`src/rtl/fetch_queue_pkg.sv`:
```
// Shared constants and types for the byte-wise fetch unit and its instruction queue.
// No logic: default widths, byte-lane indices and the word-assembly state encoding.
package fetch_queue_pkg;

  localparam int IQ_DEPTH_DEF = 4;
  localparam int IQ_PTR_W_DEF = 2;
  localparam int ADDR_W_DEF   = 32;
  localparam int INST_W_DEF   = 32;

  localparam int BYTE_W = 8;
  localparam int BYTE_0 = 0;
  localparam int BYTE_1 = 1;
  localparam int BYTE_2 = 2;
  localparam int BYTE_3 = 3;

  // Which byte lane of the word the next returning byte fills.
  typedef enum logic [1:0] {
    ASM_B0 = 2'd0,
    ASM_B1 = 2'd1,
    ASM_B2 = 2'd2,
    ASM_B3 = 2'd3
  } asm_state_t;

endpackage

```
`src/rtl/iq_fifo.sv`:
```
// FWFT queue of pc+instruction entries; head visible the cycle after the push.
// Backpressure is the caller's job (no overflow guard); flush clears pointers and count.
module iq_fifo #(
  parameter int DEPTH  = 4,
  parameter int PTR_W  = 2,
  parameter int DATA_W = 64
) (
  input  logic              clk,
  input  logic              rst_n,
  input  logic              flush,
  input  logic              push,
  input  logic [DATA_W-1:0] push_dat,
  input  logic              pop,
  output logic [DATA_W-1:0] head_dat,
  output logic [PTR_W:0]    count
);

  logic [DATA_W-1:0] mem [DEPTH];
  logic [PTR_W-1:0]  rd_ptr;
  logic [PTR_W-1:0]  wr_ptr;

  assign head_dat = mem[rd_ptr];

  always_ff @(posedge clk or negedge rst_n) begin
    if (!rst_n) begin
      for (int i = 0; i < DEPTH; i++) mem[i] <= '0;
      rd_ptr <= '0;
      wr_ptr <= '0;
      count  <= '0;
    end else if (flush) begin
      rd_ptr <= '0;
      wr_ptr <= '0;
      count  <= '0;
    end else begin
      if (push) begin
        mem[wr_ptr] <= push_dat;
        wr_ptr      <= wr_ptr + PTR_W'(1);
      end
      if (pop) rd_ptr <= rd_ptr + PTR_W'(1);
      case ({push, pop})
        2'b10:   count <= count + (PTR_W+1)'(1);
        2'b01:   count <= count - (PTR_W+1)'(1);
        default: count <= count;
      endcase
    end
  end

endmodule

```
`src/rtl/fetch_queue.sv`:
```
// Prefetches bytes, assembles LE 32-bit words into a FWFT queue; first word 5 cycles after first grant.
// Requests stop while the queue is full or rdy_in is low; a granted byte is always captured.
module fetch_queue
  import fetch_queue_pkg::*;
#(
  parameter int IQ_DEPTH = IQ_DEPTH_DEF,
  parameter int IQ_PTR_W = IQ_PTR_W_DEF,
  parameter int ADDR_W   = ADDR_W_DEF,
  parameter int INST_W   = INST_W_DEF
) (
  input  logic                clk_in,
  input  logic                rst_n_in,
  input  logic                rdy_in,
  input  logic                change_pc_in,
  input  logic [ADDR_W-1:0]   next_pc_in,
  input  logic                mem_grant_in,
  input  logic [BYTE_W-1:0]   mem_byte_in,
  output logic                req_valid_out,
  output logic [ADDR_W-1:0]   req_addr_out,
  output logic                inst_valid_out,
  output logic [INST_W-1:0]   inst_out,
  output logic [ADDR_W-1:0]   pc_out,
  input  logic                inst_ready_in,
  output logic [IQ_PTR_W:0]   iq_count_out
);

  localparam int ENTRY_W = ADDR_W + INST_W;

  asm_state_t            byte_cnt;
  logic [ADDR_W-1:0]     fpc;
  logic [ADDR_W-1:0]     asm_pc;
  logic [3*BYTE_W-1:0]   asm_buf;
  logic                  pending;
  logic                  grant;
  logic                  capture;
  logic                  push;
  logic                  pop;
  logic [IQ_PTR_W:0]     count;
  logic [ENTRY_W-1:0]    push_dat;
  logic [ENTRY_W-1:0]    head_dat;

  assign req_valid_out  = rdy_in & ~change_pc_in & (count < (IQ_PTR_W+1)'(IQ_DEPTH));
  assign req_addr_out   = fpc;
  assign grant          = req_valid_out & mem_grant_in;
  assign capture        = pending & ~change_pc_in;
  assign push           = capture & (byte_cnt == ASM_B3);
  assign inst_valid_out = (count != '0) & rdy_in;
  assign pop            = inst_valid_out & inst_ready_in;
  assign push_dat       = {asm_pc, INST_W'({mem_byte_in, asm_buf})};
  assign inst_out       = head_dat[INST_W-1:0];
  assign pc_out         = head_dat[ENTRY_W-1:INST_W];
  assign iq_count_out   = count;

  always_ff @(posedge clk_in or negedge rst_n_in) begin
    if (!rst_n_in) begin
      fpc      <= '0;
      byte_cnt <= ASM_B0;
      asm_buf  <= '0;
      asm_pc   <= '0;
      pending  <= 1'b0;
    end else if (change_pc_in) begin
      fpc      <= next_pc_in;
      byte_cnt <= ASM_B0;
      pending  <= 1'b0;
    end else begin
      pending <= grant;
      if (grant) fpc <= fpc + ADDR_W'(1);
      if (capture) begin
        // fpc already points past the byte now returning
        case (byte_cnt)
          ASM_B0: begin
            asm_buf[BYTE_0*BYTE_W +: BYTE_W] <= mem_byte_in;
            asm_pc   <= fpc - ADDR_W'(1);
            byte_cnt <= ASM_B1;
          end
          ASM_B1: begin
            asm_buf[BYTE_1*BYTE_W +: BYTE_W] <= mem_byte_in;
            byte_cnt <= ASM_B2;
          end
          ASM_B2: begin
            asm_buf[BYTE_2*BYTE_W +: BYTE_W] <= mem_byte_in;
            byte_cnt <= ASM_B3;
          end
          ASM_B3: begin
            byte_cnt <= ASM_B0;
          end
          default: byte_cnt <= ASM_B0;
        endcase
      end
    end
  end

  iq_fifo #(
    .DEPTH  (IQ_DEPTH),
    .PTR_W  (IQ_PTR_W),
    .DATA_W (ENTRY_W)
  ) u_iq_fifo (
    .clk      (clk_in),
    .rst_n    (rst_n_in),
    .flush    (change_pc_in),
    .push     (push),
    .push_dat (push_dat),
    .pop      (pop),
    .head_dat (head_dat),
    .count    (count)
  );

endmodule

```
`config.mk`:
```
export PLATFORM = sky130hd
export DESIGN_NAME = fetch_queue
export DESIGN_NICKNAME = d
export VERILOG_FILES = /design/src/rtl/fetch_queue_pkg.sv /design/src/rtl/iq_fifo.sv /design/src/rtl/fetch_queue.sv
export SDC_FILE = /design/constraint.sdc
export NUM_CORES = 1
export LEC_CHECK = 0
export ABC_AREA = 0
export BUFFER_PORTS_ARGS = -buffer_cell sky130_fd_sc_hd__buf_2
export CAP_MARGIN = 20
export CORE_ASPECT_RATIO = 1.2
export CORE_UTILIZATION = 45
export DETAILED_ROUTE_END_ITERATION = 10
export PLACE_DENSITY_LB_ADDON = 0.08
export SLEW_MARGIN = 20
export SYNTH_ARGS = -nofsm -noshare
export SYNTH_HDL_FRONTEND = slang
export SYNTH_SLANG_ARGS = --single-unit
```
`constraint.sdc`:
```
create_clock -name clk_in -period 3 [get_ports clk_in]
set_clock_uncertainty 0.1 [all_clocks]
set_input_delay 0.45 -clock clk_in [delete_from_list [all_inputs] [get_ports clk_in]]
set_output_delay 0.45 -clock clk_in [all_outputs]
set_load 0.01 [all_outputs]
```
Yosys cells after proc, flatten, opt, wreduce, memory -nomap -nowiden

Index checks and enable logic that the tools add are counted.

$add $sub $neg: 6
Multipliers: 0
Divide/modulo/power cells: 0
$lt $le $gt $ge: 4
Equality and inequality tests: 5
Shifts and indexed selects: 0
Mux-type cells: 18
Bitwise gates (word level): 10
Reductions and logical operators: 12

Operators by type and width:

| operator                | number |
|---|---|
| $bwmux W256             | 1 |
| $mux W64                | 3 |
| $bmux W64 S2            | 1 |
| $demux W64 S2           | 1 |
| $mux W32                | 2 |
| $add A32 B1 Y32 const B | 1 |
| $sub A32 B1 Y32 const B | 1 |
| $mux W2                 | 6 |
| $reduce_and A3 Y1       | 3 |
| $pmux W2 S4             | 1 |
| $reduce_bool A2 Y1      | 4 |
| $and A1 B1 Y1           | 7 |
| $eq A2 B2 Y1 const B    | 3 |
| $ge A3 B3 Y1 const B    | 2 |
| $not A2 Y3              | 2 |
| $pmux W3 S2             | 1 |
| $reduce_bool A3 Y1      | 2 |
| $add A2 B1 Y2 const B   | 2 |
| $eq A2 B1 Y1 const B    | 2 |
| $add A3 B1 Y3 const B   | 1 |
| $lt A3 B1 Y1 const B    | 1 |
| $lt A3 B3 Y1 const B    | 1 |
| $mux W3                 | 1 |
| $sub A3 B1 Y3 const B   | 1 |
| 5 further kinds         | 5 |

Register bits: 354
Latch bits: 0
Memory bits (writable): 0
Bits in read-only memories: 0
Input port bits: 46
Output and inout bits: 101
Logic and storage cells: 69
Memories: 0

Depth between registers and ports, before layout

Gate-level depths: netlist of run 1.

Depth after elaboration: 6
Mapped depth: 9
Mapped depth without buffers: 7

Modules after synthesis

A second synthesis of run 1 with hierarchy kept.

Cells, all modules: 1133
Area, all modules: 17220.3 um^2

Modules (own cells, without submodules):

| module      | instances | cells each | area each (um^2) | sequential area each (um^2) |
|---|---|---|---|---|
| iq_fifo     | 1         | 656        | 12485.7          | 6581.3 |
| fetch_queue | 1         | 477        | 4734.5           | 2277.2 |

Worst setup path after synthesis of run 1

OpenSTA, ideal clock, no wires.

Path kind: register to register
From: reg fpc[0] (netlist: req_addr_out[0])
To: reg asm_pc[24]
Library setup time: 0.082 ns
Data arrival time: 2.450 ns
Data required time: 2.818 ns
Setup slack: 0.369 ns
Stages on the path, launching flop included: 9
Buffers on the path: 2
Path through: dfrtp_1 buf_6 inv_1 ha_1 or3b_2 or4_1 clkbuf_1 or4_1 a31oi_1

Cells in the longest elaborated chain, start to end: 1

RTL lines:

| what                     | RTL line          | RTL |
|---|---|---|
| start: declaration       | fetch_queue.sv:30 | `logic [ADDR_W-1:0] fpc;` |
| start signal: assignment | fetch_queue.sv:62 | `fpc <= next_pc_in;` |
| start signal: assignment | fetch_queue.sv:67 | `if (grant) fpc <= fpc + ADDR_W'(1);` |
| $sub A32 B1 Y32          | fetch_queue.sv:73 | `asm_pc <= fpc - ADDR_W'(1);` |
| end signal: assignment   | fetch_queue.sv:73 |  |
| end: declaration         | fetch_queue.sv:31 | `logic [ADDR_W-1:0] asm_pc;` |

Every way passes these cells.
A chain may end at the register's enable or synchronous reset.

Worst setup path in the final report of run 1

From: reg u_iq_fifo.rd_ptr[0]
To: out pc_out[31]

Cells in the longest elaborated chain, start to end: 4

RTL lines:

| what                                        | RTL line          | RTL |
|---|---|---|
| start: declaration                          | iq_fifo.sv:19     | `logic [PTR_W-1:0] rd_ptr;` |
| start signal: assignment                    | iq_fifo.sv:39     | `if (pop) rd_ptr <= rd_ptr + PTR_W'(1);` |
| $not A2 Y3 (implied by the code)            | iq_fifo.sv:22     | `assign head_dat = mem[rd_ptr];` |
| $bmux W64 S2                                | iq_fifo.sv:22     |  |
| $mux W64 (implied by the code) (2 in a row) | iq_fifo.sv:22     |  |
| end: declaration                            | fetch_queue.sv:22 | `output logic [ADDR_W-1:0] pc_out,` |

Every way passes these cells. The select of a mux whose other input is x is not followed.

==> results of run 1 <==
-- worst max-delay path, stage by stage, from the launching register on --
cell and delay, ns:
dfrtp_4 0.62, buf_12 0.32, mux4_2 0.59, buf_2 0.17
-- power groups by stage --
stage          logic (mW)  registers (mW)  clock network, mW
4_1_cts             0.665            5.30               4.87
2_1_floorplan       0.369            5.26                  0
3_5_place_dp        0.661            5.38                  0
5_1_grt             0.750            5.34               5.06
3_3_place_gp        0.654            5.38                  0
6_report            0.651            5.29               4.73
-- cell families after synthesis --
family	after synthesis
flops	354
mux	339
simple gates	253
compound gates	108
buf+inv	103
xor+xnor	25
fa+ha+maj	11
-- per-layer routing --
layer  up-vias  routed length (um)
met1      5234               16600
met2       213               17700
met4         0                 733
li1       4713                   -
met5         -                   0
met3        45                1390
-- stage by stage --
step / utilization, % / area [um2] / hold slack [ns]
after detailed placement: 50.2 / 17700 / 0.387
after floorplan: - / 16200 / 0.0544
final: 53.9 / 19000 / 0.0421
after CTS: 53.9 / 19000 / 0.0204
after global routing: 53.9 / 19000 / 0.0443
after global placement: 50.2 / 17700 / 0.382
-- worst max path at each step --
stage / to / slack [ns] / depth (start not counted)
floorplan: asm_pc[24]$_DFFE_PN0P_ / 0.37 / 8
global placement: asm_pc[24]$_DFFE_PN0P_ / 0.23 / 6
detailed placement: asm_pc[26]$_DFFE_PN0P_ / 0.20 / 6
CTS: pc_out[16] / 0.14 / 3
global route: asm_pc[26]$_DFFE_PN0P_ / 0.03 / 6
finish: pc_out[31] / 0.22 / 3
-- cells in the final DEF (no fill, tap or decap), drive strengths merged, types with 3 or more instances in the layout --
cell      n
or2       3
xnor2    17
nor3      8
and2      3
or4      30
inv      10
clkbuf   57
or3      22
xor2      8
ha       10
clkinv   10
a31oi    36
o21ai    35
and3      7
nor3b     3
nand2    69
nor4      7
and4      9
nor2     54
dfrtp   354
nand3    14
buf     192
o31ai    24
mux4     64
mux2    273
a21oi     3
nand4    14
-- area by class of cell --
| class | count | area [um2] |
|---|---|---|
| clock buffer | 57 | 1200 |
| tap | 462 | 578 |
| inverter | 11 | 41.3 |
| timing repair buffer | 193 | 1260 |
| fill | 3010 | 16200 |
| sequential | 354 | 8870 |
| multi-input combinational | 736 | 6940 |
| clock inverter | 12 | 93.8 |
-- state kept, by name, indices dropped and copies added, names as in the netlist --
signal,flops
byte_cnt,2
req_addr_out,32
pending,1
u_iq_fifo.rd_ptr,2
asm_buf,24
asm_pc,32
u_iq_fifo.count,3
u_iq_fifo.wr_ptr,2
u_iq_fifo.mem,256
==> metrics, run 1 <==
status complete, no violations; RSZ-0062 raised after global routing no; Final Worst Setup Slack 0.219 ns; Hold Crit Start next_pc_in[3]; Placed Cells roughly 1.8k; Setup TNS 0 ns; initial antenna violation count 0; Reg2Reg Capture Point asm_pc[26]$_DFFE_PN0P_; # diodes 0; first-pass detailed-route iteration total 4; Post-synth top flop dfrtp_1; count of final hold-check violations 0; relative slew slack between 50 and 60%; post-route insts no fill approximately 1.8k; met1 GRT Util between 20 and 30%; Internal Power 8.10 mW; Worst Setup SP u_iq_fifo.rd_ptr[0]$_DFFE_PN0P_; worst IR drop on VDD about 0.00042 V; RR Startpoint req_addr_out[0]$_DFFE_PN0P_; Pwr Total between 10 and 15 mW; most frequent cell after synthesis dfrtp_1; total gr overflow 0; routed vias about 10k; Setup-failing EPs final 0; full die area 0.0367 mm2; adder-cell area share of the yosys netlist less than 1%; Worst-Skew Late Latency roughly 0.52 ns; syn avg cell area around 14 um2; Pleak 9.18 nW; R2R Setup Slk ~0.22 ns; core area roughly 0.035 mm2; CTS tree yes; CTS root buf clkbuf_16; maximum clock rate around 360 MHz; layout cells sized above 1 44.4%; WHS Endpoint req_addr_out[3]$_DFFE_PN0P_; Worst Setup End Kind primary output; residual DRC count 0; starting density of the core 46.0%; routability congestion estimate between 0.7 and 0.8; clock sink total 354; post-cts sizing count 0; largest cells by area after synthesis dfrtp_1 (55%), mux2_2 (19%), mux4_2 (8.9%), clkbuf_1 (1.6%), nand2_1 (1.6%); clock period minus worst slack approximately 2.8 ns; placement row count 75; Synth Net Count 1250; # hold bufs at CTS 1; max-cap viol count 0; Seq cells post-synth between 300 and 400; Logic pwr share under 10%; Post-CTS Setup Inserts 0; switching share of power about a quarter; Post-synth top cells dfrtp_1 (354), mux2_2 (273), clkbuf_1 (69), nand2_1 (69), mux4_2 (64); Async SR Flop Fraction 100%; area share of and/or/nand/nor cells after synthesis about 8%; DRT iter0 DRCs approximately 500; # IOs 147; CP required around 2.5 ns; TritonCTS buffer count 39; worst setup path class reg2out; die width about 180 um; Seq pwr share 49.6%; Gate Count Post-Synth approximately 1.2k; nets 1392; Hold Path Class in2reg; mux cell area share after synthesis approximately 28%; htree depth 2; EDFF count, synth 0; Post-DP HPWL approximately 24000 um; area leader, netlist dfrtp_1; grt met3 use about 3.1%; Syn. warnings 0; first-pass GRT wire length between 50000 and 60000 um; sequential share of the synthesized area a little over half; Synth Area in Compound Gates under 10%; clk slew on worst S/H paths about 0.06 ns; Slew Limit Fails 0; Reg2Reg Depth 6; largest net degree at the start of global routing slightly below 80; Yosys cell types 46; vias in the first global route about 11k; XOR/XNOR Fraction of Synth Area 1.35%; clock share of power between 40% and 50%; Post-Syn Area between 0.015 and 0.02 mm2; crit-path max FO 30; grt met2 use around a third; DR WL/cell 20.0 um; Die Y roughly 210 um; GR peak layer met2; Via density 5.59; Worst-Margin Slew slightly above 0.6 ns; Startpoint Class register; Routed Antenna Nets 0; final wirelength about 36000 um; Syn-to-layout area delta 17.3%; CTS Buffer Depth 3; crit path DAT 2.23 ns; Placement Setup Slack approximately 0.2 ns; port bufs ~150; largest family of logic cells by synthesized area multiplexers; fin crit share roughly 93%; hold path cells 3; Switch Pwr between 2 and 3 mW; share of the synthesized area in the top cell type 54.7%; PwrDens 562 mW/mm2; GRT Util Overall between 20 and 25%
Power figures use the tool's default switching activity.
==> run 2, diff against run 1 <==
--- a/config.mk
+++ b/config.mk
@@ -8,7 +8,7 @@
 export ABC_AREA = 0
 export BUFFER_PORTS_ARGS = -buffer_cell sky130_fd_sc_hd__buf_2
 export CAP_MARGIN = 20
-export CORE_ASPECT_RATIO = 1.2
+export CORE_ASPECT_RATIO = 0.6
 export CORE_UTILIZATION = 45
 export DETAILED_ROUTE_END_ITERATION = 10
 export PLACE_DENSITY_LB_ADDON = 0.08
==> run 2 against run 1 <==
The flow now finishes with violations (design-rule violations). Global-route usage rose by 1.5 points. Total power is 3.1% lower. Fmax is 1.8% lower. Register-to-register slack improved by 0.02 ns. Hold slack improved by 0.012 ns. Clock power down 8.7%. Routed wire length grew 8.3%. Sequential cell count unchanged. Via count up 2.8%. Critical endpoint unchanged.
==> metrics, run 2 (synthesis gave the netlist of run 1 again) <==
total gr overflow 0 (unchanged); Hold Path Class in2reg; Final Worst Setup Slack 0.169 ns (-0.0505 ns); routability congestion estimate 0.834 (+5.7%); R2R Setup Slk 0.24 ns (+0.02 ns); initial antenna violation count 0 (unchanged); hold path cells 3 (unchanged); clk slew on worst S/H paths 0.06 ns (about the same); Reg2Reg Depth 7 (+1); RR Startpoint req_addr_out[1]$_DFFE_PN0P_; max incr delay on CP 0.69 ns (+0.07 ns); count of final hold-check violations 0 (unchanged); clock period minus worst slack 2.83 ns (+0.0505 ns); Sequential Area 0.00886 mm2 (about the same); full die area 0.0367 mm2 (about the same); CP Buf/Inv Count 2 (unchanged); RSZ-0062 raised after global routing no; failing checks design-rule violations; Post-DP HPWL 26500 um (+12%); Setup TNS 0 ns (unchanged); commonest cells after routing, fill and taps aside dfrtp_1 (352), mux2_2 (273), buf_2 (145); placed instance area 0.0177 mm2 (+0.24%); residual DRC count 9 (+9); htree depth 2 (unchanged); final wirelength 39500 um (+8.3%); GR peak layer met1; Worst Setup End Kind primary output; nets 1401 (+0.65%); # diodes 0 (unchanged); vias in the first global route 10.5k (-2.0%); maximum clock rate 353 MHz (-1.8%); slowest library cell on the worst path dfrtp_4; clock sink total 354 (unchanged); status complete, but fails checks; CP delay by family, top flip-flops; Reg2Reg Capture Point asm_pc[22]$_DFFE_PN0P_; commonest non-fill, non-tap cell in the layout dfrtp_1; crit path DAT 2.28 ns (+0.05 ns); TritonCTS buffer count 36 (-7.7%); CTS tree yes; grt met3 use 4.43% (+1.3 points); crit-path cells buf_4 > mux4_2 > buf_2; worst IR drop on VDD 0.000458 V (+9.0%); Worst-Skew Late Latency 0.52 ns (about the same); CTS root buf clkbuf_16; CP required 2.45 ns (about the same); CP Capture Point pc_out[31]; met1 GRT Util 35.8% (+7.4 points); Syn-to-layout area delta 16.5%; die width 247 um (+41%); final core utilization 53.5% (-0.40 points); port bufs 146 (unchanged); CTS Buffer Depth 3 (unchanged); Routed Antenna Nets 0 (unchanged); DRT iter0 DRCs 650 (+32%); layout cells sized above 1 44.3% (-0.057 points); DR WL/cell 21.5 um (+7.8%); relative slew slack 48.3% (-10 points); Placement Setup Slack 0.267 ns (+0.0634 ns); GRT Util Overall 22.1% (+1.5 points); grt met2 use 30.3% (-3.6 points); most flop-heavy register u_iq_fifo.mem; area occupied by multi-input gates 0.00694 mm2 (about the same); Setup-failing EPs final 0 (unchanged); Slew Limit Fails 0 (unchanged); Final Cell Area 0.0188 mm2 (-0.68%); Worst Setup SP u_iq_fifo.rd_ptr[0]$_DFFE_PN0P_; Pleak 9.14 nW (-0.53%); placement row count 53 (-29%); max FFs per register 256 (unchanged); core area 0.0352 mm2 (about the same); Die Y 149 um (-29%); first-pass detailed-route iteration total 8 (+4); Worst-Margin Slew 0.769 ns (+0.146 ns); Startpoint Class register; Fillers 2953 (-1.9%); Stages on worst setup path 3 (unchanged); routed vias 10.5k (+2.8%); largest net degree at the start of global routing 77 (-2.5%); starting density of the core 46.0% (about the same); fin crit share 94.4% (+1.7 points); PwrDens 549 mW/mm2 (-2.4%); crit-path max FO 17 (-43%); worst setup path class reg2out; # IOs 147 (unchanged); Via density 5.72 (+2.3%); first-pass GRT wire length 62600 um (+5.1%); max-cap viol count 0 (unchanged)
-- run 2: stage by stage --
stage | instances | hold WS, ns | power (mW)
floorplan | 1193 | 0.0544 | 5.63
global placement | 1772 | 0.371 | 6.10
detailed placement | 1772 | 0.376 | 6.12
CTS | 1834 | 0.0271 | 10.5
global route | 1834 | 0.0539 | 10.8
finish | 1834 | 0.0537 | 10.3
-- run 2: how the worst min path moves through the flow --
stage / startpoint / to / slack (ns)
2_1_floorplan: rst_n_in / asm_buf[0]$_DFFE_PN0P_ / 0.05
6_report: next_pc_in[3] / req_addr_out[3]$_DFFE_PN0P_ / 0.05
3_3_place_gp: rst_n_in / u_iq_fifo.mem[140]$_DFFE_PN0P_ / 0.37
5_1_grt: next_pc_in[3] / req_addr_out[3]$_DFFE_PN0P_ / 0.05
4_1_cts: next_pc_in[3] / req_addr_out[3]$_DFFE_PN0P_ / 0.03
3_5_place_dp: rst_n_in / u_iq_fifo.mem[204]$_DFFE_PN0P_ / 0.38
-- run 2: repair_timing --
item                                   CTS  global route
hold buffers                             1             0
endpoints found under the hold margin   66             0
gates resized for setup                  0             0
buffers inserted                         0             0
-- run 2: tightest hold or removal path: stages --
cell and delay [ns]:
buf_2 0.08, nand2_1 0.04, o21ai_0 0.06
-- run 2: power breakdown --
group / total, mW / switching, mW / internal (mW)
logic: 0.693 / 0.412 / 0.281
registers: 5.34 / 0.359 / 4.98
clock network: 4.32 / 1.84 / 2.48
-- run 2: cell type report --
cell class	instances	area share [%]
Clock inverter	8	0.226
Tap cell	467	3.10
Inverter	11	0.219
Clock buffer	53	5.71
Timing Repair Buffer	205	6.89
Sequential cell	354	47.0
Multi-Input combinational cell	736	36.8
-- run 2: layer usage --
layer	wire, um	part of all wire [%]
met5	0	0
met2	16700	42
met3	2110	5.3
met1	20200	51
met4	471	1.2
==> run 3, diff against run 2 <==
--- a/config.mk
+++ b/config.mk
@@ -6,7 +6,7 @@
 export NUM_CORES = 1
 export LEC_CHECK = 0
 export ABC_AREA = 0
-export BUFFER_PORTS_ARGS = -buffer_cell sky130_fd_sc_hd__buf_2
+export BUFFER_PORTS_ARGS = -buffer_cell sky130_fd_sc_hd__buf_4
 export CAP_MARGIN = 20
 export CORE_ASPECT_RATIO = 0.6
 export CORE_UTILIZATION = 45
==> run 3 against run 2 <==
The flow still finishes with violations (design-rule violations). Die area stayed put. Total power is 5.5% higher. Cell area is 3.0% higher. Clock-buffer cell count is 10 lower. Register-to-register slack worse by 0.03 ns. Global-route usage is 0.35 points higher. Worst setup slack worse by 0.043 ns. Routed wire length is 0.28% higher.
==> metrics, run 3 (synthesis gave the netlist of run 1 again) <==
status complete, but fails checks; failing checks design-rule violations; port bufs 146 (unchanged); routed vias 10.5k (+0.0095%); initial antenna violation count 1 (+1); PwrDens 562 mW/mm2 (+2.4%); CTS root buf clkbuf_16; final wirelength 39600 um (+0.28%); largest net degree at the start of global routing 75 (-2.6%); clock period minus worst slack 2.87 ns (+0.0426 ns); maximum clock rate 348 MHz (-1.5%); most flop-heavy register u_iq_fifo.mem; RSZ-0062 raised after global routing no; placed instance area 0.0181 mm2 (+2.4%); CTS tree yes; fin crit share 95.8% (+1.4 points); clock sink total 354 (unchanged); clk slew on worst S/H paths 0.06 ns (about the same); starting density of the core 46.0% (unchanged); CP Buf/Inv Count 2 (unchanged); Routed Antenna Nets 0 (unchanged); # IOs 147 (unchanged); commonest non-fill, non-tap cell in the layout dfrtp_1; crit path DAT 2.32 ns (+0.04 ns); Slew Limit Fails 0 (unchanged); CTS Buffer Depth 3 (unchanged); commonest cells after routing, fill and taps aside dfrtp_1 (352), mux2_2 (273), buf_4 (186); crit-path max FO 27 (+10); crit-path cells buf_12 > mux4_2 > buf_4; residual DRC count 10 (+1); Syn-to-layout area delta 20.0%; Worst-Skew Late Latency 0.52 ns (about the same); Worst-Margin Slew 0.838 ns (+0.0699 ns); CP delay by family, top flip-flops; routability congestion estimate 0.798 (-4.3%); max incr delay on CP 0.70 ns (about the same); Pleak 9.26 nW (+1.4%); Setup TNS 0 ns (unchanged); full die area 0.0367 mm2 (unchanged); Hold Path Class in2reg; GRT Util Overall 22.5% (+0.35 points); core area 0.0352 mm2 (unchanged); max-cap viol count 0 (unchanged); max FFs per register 256 (unchanged); vias in the first global route 10.7k (+1.8%); Final Cell Area 0.0194 mm2 (+3.0%); first-pass detailed-route iteration total 8 (unchanged); layout cells sized above 1 44.7% (+0.40 points); die width 247 um (unchanged); htree depth 2 (unchanged); Via density 5.72 (about the same); Die Y 149 um (unchanged); Post-CTS Setup Inserts 0 (unchanged); DRT iter0 DRCs 705 (+8.5%); Startpoint Class register; slowest library cell on the worst path dfrtp_4; relative slew slack 43.6% (-4.7 points); Post-DP HPWL 26400 um (-0.37%); total gr overflow 0 (unchanged); Setup-failing EPs final 0 (unchanged); nets 1399 (-0.14%); DR WL/cell 21.6 um (+0.33%); count of final hold-check violations 0 (unchanged); worst setup path class reg2out; # diodes 0 (unchanged); worst IR drop on VDD 0.000291 V (-36%); placement row count 53 (unchanged); CP required 2.45 ns (about the same); Worst Setup End Kind primary output; TritonCTS buffer count 36 (unchanged); first-pass GRT wire length 63500 um (+1.5%)
[run 3: cell types whose count changed in the layout (fill, tap and decap cells not counted), moves of 6 or more]
cell        before  now
buf_4           49  186
clkinvlp_4       1    7
clkbuf_1         7    1
buf_2          145    0
buf_12           9   15
bufinv_16        0    6
[run 3: area by class of cell]
type	count	area, um2
Fill cell	2954	15800
Sequential cell	354	8860
Multi-Input combinational cell	736	6940
Timing Repair Buffer	203	1720
Clock buffer	43	998
Tap cell	467	584
Clock inverter	19	270
Inverter	11	41.3
[run 3: metrics by stage]
step	worst slack (ns)	total power, mW	utilization, %	hold slack [ns]	std cells
3_3_place_gp	0.281	6.16	51.5	0.365	1770
5_1_grt	0.0213	11.4	55.1	0.0510	1833
2_1_floorplan	0.369	5.63	-	0.0544	1193
3_5_place_dp	0.250	6.17	51.5	0.375	1770
4_1_cts	0.0704	11.0	55.1	0.0251	1833
6_report	0.126	10.9	55.1	0.0499	1833
[run 3: final timing paths]
check	start	endpoint	slack, ns	cells after the start
max in group asynchronous	rst_n_in	u_iq_fifo.mem[104]$_DFFE_PN0P_	1.58	3
min in group asynchronous	rst_n_in	u_iq_fifo.mem[136]$_DFFE_PN0P_	0.36	2
max	u_iq_fifo.rd_ptr[0]$_DFFE_PN0P_	pc_out[7]	0.13	3
min	next_pc_in[1]	req_addr_out[1]$_DFFE_PN0P_	0.05	3
min reg2reg	u_iq_fifo.mem[69]$_DFFE_PN0P_	u_iq_fifo.mem[69]$_DFFE_PN0P_	0.40	1
max reg2reg	req_addr_out[1]$_DFFE_PN0P_	asm_pc[24]$_DFFE_PN0P_	0.21	6
[run 3: power breakdown]
part	switching, mW	internal (mW)	total (mW)	leakage [nW]
Clock	1.93	2.90	4.83	0.603
Sequential	0.360	4.98	5.34	4.78
Combinational	0.421	0.325	0.746	3.88
[run 3: what timing repair did]
action / CTS / global route
setup endpoints to repair: 0 / 0
endpoints found under the hold margin: 64 / 0
gates resized for setup: 0 / 0
hold buffers: 1 / 0
[run 3: tightest hold or removal path, cell delays in order]
cell and delay [ns]:
buf_4 0.07, nand2_1 0.04, o21ai_0 0.06
[run 3: routing by layer]
layer  share of wire [%]  routed length (um)  global-route usage, %
met4                 1.2                 484                   4.20
met2                  42               16800                   31.3
met1                  52               20600                   36.5
met5                   0                   0                      0
met3                 4.4                1750                   3.85
